===== config.mk =====
export PLATFORM = sky130hd
export DESIGN_NAME = mem_request_master
export DESIGN_NICKNAME = d
export VERILOG_FILES = /design/src/rtl/mem_pkg.sv /design/src/rtl/mem_cmd_skid.sv /design/src/rtl/mem_request_master.sv
export SDC_FILE = /design/constraint.sdc
export NUM_CORES = 1
export LEC_CHECK = 0
export ABC_AREA = 1
export ABC_CLOCK_PERIOD_IN_PS = 2500
export BUFFER_PORTS_ARGS = -buffer_cell sky130_fd_sc_hd__buf_2
export CORE_MARGIN = 5
export CORE_UTILIZATION = 56
export DETAILED_ROUTE_END_ITERATION = 6
export PLACE_DENSITY = 0.82
export SYNTH_ARGS = -nofsm -noshare
export SYNTH_HDL_FRONTEND = slang
export SYNTH_HIERARCHICAL = 1
export SYNTH_SLANG_ARGS = --single-unit

===== constraint.sdc =====
create_clock -name clk -period 2.5 [get_ports clk]
set_input_delay 0.5 -clock clk [delete_from_list [all_inputs] [get_ports clk]]
set_output_delay 0.5 -clock clk [all_outputs]
set_load 0.02 [all_outputs]

===== src/rtl/mem_pkg.sv =====
// Shared types for the RAM request master: FSM state encoding, default
// widths and the default-width command record.
package mem_pkg;

    localparam int AW_DEF = 32;
    localparam int DW_DEF = 32;

    // Master FSM states, exposed on the debug port with this encoding.
    typedef enum logic [1:0] {
        ST_IDLE  = 2'd0,
        ST_ISSUE = 2'd1,
        ST_WAIT  = 2'd2
    } state_e;

    // One load/store command as seen on the core port (default widths).
    typedef struct packed {
        logic              write;
        logic [AW_DEF-1:0] addr;
        logic [DW_DEF-1:0] wdata;
    } cmd_t;

endpackage


===== src/rtl/mem_cmd_skid.sv =====
// One-entry command buffer between the core port and the request FSM.
// Valid/ready: a transfer happens on a posedge where valid and ready are both 1;
// in_ready_o is simply "entry empty" and out_valid_o is "entry full", so a push
// and a pop can never land on the same edge.
module mem_cmd_skid
    import mem_pkg::*;
#(
    parameter int W = 1 + AW_DEF + DW_DEF
) (
    input  logic         clk_i,
    input  logic         reset_i,
    input  logic         in_valid_i,
    output logic         in_ready_o,
    input  logic [W-1:0] in_data_i,
    output logic         out_valid_o,
    output logic [W-1:0] out_data_o,
    input  logic         out_pop_i
);

    logic         full_q;
    logic         full_d;
    logic [W-1:0] data_q;
    logic [W-1:0] data_d;

    assign in_ready_o  = !full_q;
    assign out_valid_o = full_q;
    assign out_data_o  = data_q;

    // Next-state: fill when empty and offered, drain when full and popped.
    always_comb begin
        full_d = full_q;
        data_d = data_q;
        if (in_valid_i && !full_q) begin
            full_d = 1'b1;
            data_d = in_data_i;
        end else if (out_pop_i && full_q) begin
            full_d = 1'b0;
        end
    end

    // Entry register; reset empties the buffer.
    always_ff @(posedge clk_i) begin
        if (reset_i) begin
            full_q <= 1'b0;
            data_q <= '0;
        end else begin
            full_q <= full_d;
            data_q <= data_d;
        end
    end

endmodule


===== src/rtl/mem_request_master.sv =====
// CPU-side initiator for the single-word RAM request/ack protocol.
// Core port valid/ready: a command transfers on a posedge where cmd_valid and
// cmd_ready are both 1; cmd_ready only drops while the one-entry buffer is full.
// Each command becomes a single one-cycle readReq/writeReq pulse, then the FSM
// waits for the matching ack or a timeout and reports on the response port.
// TIMEOUT must be at least 3 so a normal ack (third cycle after issue) is never
// preempted by the timeout.
module mem_request_master
    import mem_pkg::*;
#(
    parameter int AW      = AW_DEF,
    parameter int DW      = DW_DEF,
    parameter int TIMEOUT = 64
) (
    input  logic          clk,
    input  logic          reset,
    input  logic          cmd_valid,
    output logic          cmd_ready,
    input  logic          cmd_write,
    input  logic [AW-1:0] cmd_addr,
    input  logic [DW-1:0] cmd_wdata,
    output logic          rsp_valid,
    output logic          rsp_write,
    output logic [DW-1:0] rsp_rdata,
    output logic          rsp_error,
    output logic [AW-1:0] ramAddress,
    output logic [DW-1:0] ramOut,
    output logic          readReq,
    output logic          writeReq,
    input  logic [DW-1:0] ramValue,
    input  logic          readAck,
    input  logic          writeAck,
    output logic [1:0]    dbg_state
);

    localparam int CW    = $clog2(TIMEOUT) + 1;
    localparam int CMD_W = 1 + AW + DW;

    typedef struct packed {
        logic          write;
        logic [AW-1:0] addr;
        logic [DW-1:0] wdata;
    } req_cmd_t;

    state_e          state_q, state_d;
    logic [CW-1:0]   cnt_q, cnt_d;
    logic            read_req_q, read_req_d;
    logic            write_req_q, write_req_d;
    logic            rsp_valid_q, rsp_valid_d;
    logic            rsp_error_q, rsp_error_d;
    logic            rsp_write_q, rsp_write_d;
    logic [DW-1:0]   rsp_rdata_q, rsp_rdata_d;
    logic [AW-1:0]   addr_q, addr_d;
    logic [DW-1:0]   wdata_q, wdata_d;
    logic            kind_q, kind_d;

    req_cmd_t        port_cmd;
    req_cmd_t        skid_cmd;
    req_cmd_t        next_cmd;
    logic [CMD_W-1:0] skid_data;
    logic            skid_full;
    logic            skid_in_ready;
    logic            skid_push;
    logic            skid_pop;
    logic            issue;
    logic            ack_any;
    logic            ack_ok;

    assign port_cmd  = {cmd_write, cmd_addr, cmd_wdata};
    assign skid_cmd  = skid_data;
    // In IDLE with an empty buffer the port command goes straight to ISSUE;
    // in every other state an accepted command parks in the buffer.
    assign skid_push = cmd_valid && (state_q != ST_IDLE);
    assign cmd_ready = skid_in_ready;

    mem_cmd_skid #(.W(CMD_W)) u_skid (
        .clk_i       (clk),
        .reset_i     (reset),
        .in_valid_i  (skid_push),
        .in_ready_o  (skid_in_ready),
        .in_data_i   (port_cmd),
        .out_valid_o (skid_full),
        .out_data_o  (skid_data),
        .out_pop_i   (skid_pop)
    );

    assign readReq    = read_req_q;
    assign writeReq   = write_req_q;
    assign rsp_valid  = rsp_valid_q;
    assign rsp_error  = rsp_error_q;
    assign rsp_write  = rsp_write_q;
    assign rsp_rdata  = rsp_rdata_q;
    assign ramAddress = addr_q;
    assign ramOut     = wdata_q;
    assign dbg_state  = state_q;

    // Next-state and registered-output logic for the request FSM.
    always_comb begin
        state_d     = state_q;
        cnt_d       = cnt_q;
        read_req_d  = 1'b0;
        write_req_d = 1'b0;
        rsp_valid_d = 1'b0;
        rsp_error_d = 1'b0;
        rsp_write_d = rsp_write_q;
        rsp_rdata_d = rsp_rdata_q;
        addr_d      = addr_q;
        wdata_d     = wdata_q;
        kind_d      = kind_q;
        skid_pop    = 1'b0;
        issue       = 1'b0;
        // The buffered command is always older than the one on the port.
        next_cmd    = skid_full ? skid_cmd : port_cmd;
        ack_any     = readAck || writeAck;
        // Both acks at once never counts as the expected one.
        ack_ok      = kind_q ? (writeAck && !readAck) : (readAck && !writeAck);

        case (state_q)
            ST_IDLE: begin
                if (skid_full || cmd_valid) begin
                    issue = 1'b1;
                end
            end
            ST_ISSUE: begin
                state_d = ST_WAIT;
                cnt_d   = cnt_q + CW'(1);
            end
            ST_WAIT: begin
                cnt_d = cnt_q + CW'(1);
                if (ack_any) begin
                    rsp_valid_d = 1'b1;
                    rsp_write_d = kind_q;
                    rsp_error_d = !ack_ok;
                    if (ack_ok && !kind_q) begin
                        rsp_rdata_d = ramValue;
                    end
                    if (skid_full) begin
                        issue = 1'b1;
                    end else begin
                        state_d = ST_IDLE;
                    end
                end else if (cnt_q == CW'(TIMEOUT - 1)) begin
                    rsp_valid_d = 1'b1;
                    rsp_write_d = kind_q;
                    rsp_error_d = 1'b1;
                    state_d     = ST_IDLE;
                end
            end
            default: begin
                state_d = ST_IDLE;
            end
        endcase

        // Entering ISSUE: latch the command and raise exactly one request pulse.
        // The counter starts here so a timeout lands TIMEOUT cycles after the pulse.
        if (issue) begin
            skid_pop    = skid_full;
            state_d     = ST_ISSUE;
            cnt_d       = '0;
            addr_d      = next_cmd.addr;
            wdata_d     = next_cmd.wdata;
            kind_d      = next_cmd.write;
            read_req_d  = !next_cmd.write;
            write_req_d = next_cmd.write;
        end
    end

    // State, counter and output registers; reset drops everything in flight.
    always_ff @(posedge clk) begin
        if (reset) begin
            state_q     <= ST_IDLE;
            cnt_q       <= '0;
            read_req_q  <= 1'b0;
            write_req_q <= 1'b0;
            rsp_valid_q <= 1'b0;
            rsp_error_q <= 1'b0;
            rsp_write_q <= 1'b0;
            rsp_rdata_q <= '0;
            addr_q      <= '0;
            wdata_q     <= '0;
            kind_q      <= 1'b0;
        end else begin
            state_q     <= state_d;
            cnt_q       <= cnt_d;
            read_req_q  <= read_req_d;
            write_req_q <= write_req_d;
            rsp_valid_q <= rsp_valid_d;
            rsp_error_q <= rsp_error_d;
            rsp_write_q <= rsp_write_d;
            rsp_rdata_q <= rsp_rdata_d;
            addr_q      <= addr_d;
            wdata_q     <= wdata_d;
            kind_q      <= kind_d;
        end
    end

endmodule


After elaboration in Yosys (flattened, before gate mapping)
Index checks and enable logic that the tools add are counted.
- logic and storage cells: 71
- flip-flop bits (word level): 177
- bitwise operators: 3
- reductions and logical operators: 26
- muxes and demuxes: 19
- eq/ne operators: 8
- $add $sub $neg: 1
- operator list (cell ; number):
    2-to-1 mux 65 bit ; 1
    2-to-1 mux 1 bit ; 13
    AND reduction 3 bit ; 3
    != test 4 bit, second input constant ; 2
    OR reduction 2 bit ; 4
    adder 7 x 1 -> 7 bit, second input constant ; 1
    == test 7 x 6 -> 1 bit, second input constant ; 1
    logical AND 1 bit ; 6
    zero test 1 bit ; 6
    2-to-1 mux 2 bit ; 3
    != test 3 bit, second input constant ; 2
    one-hot mux 2 bit (3 select lines) ; 1
    nonzero test 2 bit ; 3
    NOT 1 bit ; 3
    == test 2 x 1 -> 1 bit, second input constant ; 1
    == test 2 bit, second input constant ; 1
    zero test 2 bit ; 1
    logical OR 1 bit ; 2
    != test 2 bit, second input constant ; 1
    one-hot mux 1 bit (2 select lines) ; 1
    AND reduction 2 bit ; 1

Depth between registers and ports, before layout
- depth in word-level cells: 7
- depth in mapped cells: 9
- depth with buffers taken out: 9

Modules after synthesis
Netlist, hierarchy kept.
- by module, submodules not included (module ; seq. area each (µm²) ; area each (µm²) ; cells each ; times used):
    mem_request_master ; 2222.1 ; 4458.0 ; 513 ; 1
    mem_cmd_skid ; 1321.3 ; 2795.2 ; 427 ; 1

Worst setup path before layout
No wires, ideal clock.
- path type: flip-flop to flip-flop
- from: register state_q[0], in the netlist dbg_state[0]
- to: register u_skid.data_q[52], in the netlist u_skid/out_data_o[52]
- required time: 2387 ps
- arrival: 1569 ps
- stages on the path, launching flop included: 9
- setup time: 113 ps
- path buffers: 2
- path slack: 818 ps
- path through: dfxtp_1 inv_1 ha_1 nor2_1 buf_2 buf_2 nand3_1 nand2_1 nor2_1
- longest elaborated chain between the ends: 3
- RTL lines (what ; line ; text):
    start, declared ; mem_request_master.sv:45 ; state_e state_q, state_d;
    start signal, assigned ; mem_request_master.sv:183 ; state_q <= state_d;
    nonzero test 2 bit ; mem_request_master.sv:73 ; assign skid_push = cmd_valid && (state_q != ST_IDLE);
    logical AND 1 bit ; mem_request_master.sv:73 ;
    net skid_push ; mem_request_master.sv:63 ; logic skid_push;
    logical AND 1 bit ; mem_cmd_skid.sv:33 ; if (in_valid_i && !full_q) begin
    end signal, assigned ; mem_cmd_skid.sv:48 ; data_q <= data_d;
    end, declared ; mem_cmd_skid.sv:22 ; logic [W-1:0] data_q;
The timed path passes the listed nets, and every way through them passes these cells.
A chain may end at the register's enable or synchronous reset.

Worst setup path in the final report
- from: register state_q[0], in the netlist dbg_state[0]
- to: register rsp_rdata_q[30], in the netlist rsp_rdata[30]
- longest elaborated chain between the ends: 2
- RTL lines (what ; line ; text):
    == test 2 bit ; mem_request_master.sv:118 ; case (state_q)
    AND reduction 3 bit (no line) ; -- ;
    end signal, assigned ; mem_request_master.sv:190 ; rsp_rdata_q <= rsp_rdata_d;
    end, declared ; mem_request_master.sv:52 ; logic [DW-1:0] rsp_rdata_q, rsp_rdata_d;
Every way passes these cells.

==> results.yml <==
synthesis:
  syn-num-nets: 1046
  ys_warn_count: 6
  avgSynthCellArea_um2: 7.716
  synth-edff-count: 0
  ys.flop_type: "dfxtp_1"
  synth_top_area_share_pct: 48.85
  async_reset_ff_share_pct: 0
  yosys.area.top_type: "dfxtp_1"
  netlist_instances: 940
  synth.cell_area_mm2: 0.007253
  ys_seq_elements: 177
  ys_types: 31
  yosys-top-cells-area: "dfxtp_1, nor2_1, mux2i_1"
  yosysSeqAreaShare_pct: 48.85
worst_hold_path:
  hold_start: "ramValue[12]"
  holdCritPathClass: "primary input to flip-flop"
setup_path:
  worstSetupEndpointType: "flip-flop"
  path_class: "flip-flop to flip-flop"
  startpoint_type: "flip-flop"
  crit_arrival_ns: 2.21
  rr_startpoint: "dbg_state[0]"
  startpoint: "dbg_state[0]"
  required_ns: 2.81
  crit_fanout: 20
placement:
  dp_hpwl_mm: 12.06
  post_dp_cell_area_mm2: 0.008352
  port_buffers: 205
  globalplace.congestion: 0.7653
  place_worst_setup_slack_ns: 0.6090
  dp.cells: 1274
power:
  switching_share_pct: 37.23
  peakVddDrop_mv: 0.6514
  switchingPower_mw: 3.741
  p_leak_nw: 4.222
  power_frac_comb_pct: 35.4
  power_mw: 10.05
  pwr_density_cell_mw_per_mm2: 1132
  p_seq_share_pct: 40.5
  p_int_mw: 6.308
  p_clk_share_pct: 24.1
sta:
  setup_viol: 0
  layout_setup_ws_ns: 0.6025
  finClkSkew_ns: 0.004398
  slew_viol_final: 0
  finalCritPeriodShare_pct: 75.90
  hold_ws_ns: 0.3206
  min_period_ns: 1.898
  clock.fmax_ghz: 0.5270
  tns_ns: 0
  rsz0062_at_grt: "no"
  relSlewSlack_pct: 55.67
  hold_violations: 0
  worst_pin_slew_ns: 0.6650
clock_tree:
  postCtsHoldBufs: 0
  cts_setup_buffers: 0
  cts_tree: "yes"
  clockBufferDepth: 2
  ctsResizeCount: 0
  cts-root-buf: "clkbuf_16"
  cts_sinks: 177
  path_clk_slew_ns: 0.06
  cts-htree-levels: 4
  clkLatencyLatePin_ns: 0.43
  numCtsBuffers: 17
grt:
  antenna_found_initial: 1
  grt_pass1_vias: 5949
  track_usage_pct: 23.26
  overflow: 0
  grt_pass1_wl_mm: 28.18
  grt_max_degree: 58
floorplanning:
  die_w_um: 123.8
  die-area_mm2: 0.01533
  pin_count: 206
  die_h_um: 123.8
  initial_core_util_pct: 57.24
  core_area_mm2: 0.01267
  rows: 41
routing:
  routedWlPerCell_um: 13.76
  drtAntennaViolNets: 0
  drc_errors: 0
  initialDrtViolationCount: 632
  vias: 6565
  dr.pass1.iters: 5
  via_per_inst: 5.038
  wl_mm: 17.93
layout:
  antenna_cells: 0
  final_nets: 1227
  mostFrequentLayoutCells: "nor2_1, buf_2, dfxtp_1, nand2_1, inv_1"
  drive_above_1_share_pct: 23.25
  layout_commonest_cell: "nor2_1"
  final_core_util_pct: 70.07
  stdcell_count: 1303
  stdcell_area_mm2: 0.008879
  areaGrowthSynthToFinish_pct: 22.41
status:
  outcome: "complete, no violations"
job:
  drv_cap: 0
## path summary, 6_finish.rpt
check / endpoint / slack [ns] / cells past startpoint
hold / removal: rsp_rdata[12] / 0.32 / 3
setup / recovery: rsp_rdata[30] / 0.60 / 6
setup reg to reg: rsp_rdata[30] / 0.60 / 6
hold reg to reg: ramAddress[7] / 0.45 / 2
## flip-flops by register name (all words and copies together), names as in the netlist
signal / cells
u_skid/out_data_o: 65
readReq: 1
cnt_q: 7
writeReq: 1
dbg_state: 2
u_skid/out_valid_o: 1
ramOut: 32
rsp_rdata: 32
ramAddress: 32
rsp_error: 1
kind_q: 1
rsp_valid: 1
rsp_write: 1
## Yosys cell counts, types with 2 or more instances
cell type,n
nor2_1,212
dfxtp_1,177
nand2_1,146
inv_1,82
nand3_1,70
mux2i_1,65
o21ai_0,59
o21ai_1,41
buf_2,22
clkbuf_1,13
buf_4,8
buf_6,8
a21oi_1,4
buf_1,4
clkbuf_2,4
ha_1,4
inv_2,4
nor3_1,3
nand2_2,2
## cell type report
cell class	instances	area, um2
fill	1039	3792
sequential	177	3547
multi-input combinational	618	3058
timing repair buffer	221	1209
clock buffer	22	464.2
inverter	86	322.8
tap	172	215.2
clock inverter	7	62.56
## power by group through the flow
stage	sequential, mW	combinational [mW]	clock [mW]
floorplan	4.49	2.18	0
global placement	4.09	3.48	0
detailed placement	4.12	3.55	0
CTS	4.07	3.57	2.46
global route	4.16	3.94	2.58
finish	4.07	3.56	2.42
## worst max-delay path, cell delays in order, from the launching register on
cell and delay, ns:
dfxtp_1 0.33, inv_1 0.10, ha_1 0.28, nand3_1 0.43, buf_4 0.37, o21ai_0 0.21
nor2_1 0.07
## metal layers
metal  vias to the layer above  GRT usage (%)  share of wire [%]
met5                         -              0              0.072
met4                         2          7.682                1.6
met3                        28          5.677                6.9
met2                       202          38.97                 49
met1                      3002          29.45                 43
li1                       3331              -                  -
## cell families (layout without fill, tap and decap cells)
| family | after synthesis | after routing | synth area share, % |
|---|---|---|---|
| DFF | 177 | 177 | 48.85 |
| xor gates and xnor gates | 1 | 1 | 0.1208 |
| AOI/OAI and AO/OA | 108 | 108 | 7.625 |
| muxes | 65 | 65 | 8.970 |
| buffers and inverters | 145 | 336 | 9.195 |
| adders and majority gates | 4 | 4 | 0.6900 |
| and+or+nand+nor | 440 | 440 | 24.55 |
Note: power is estimated with default switching activity, not from simulation.
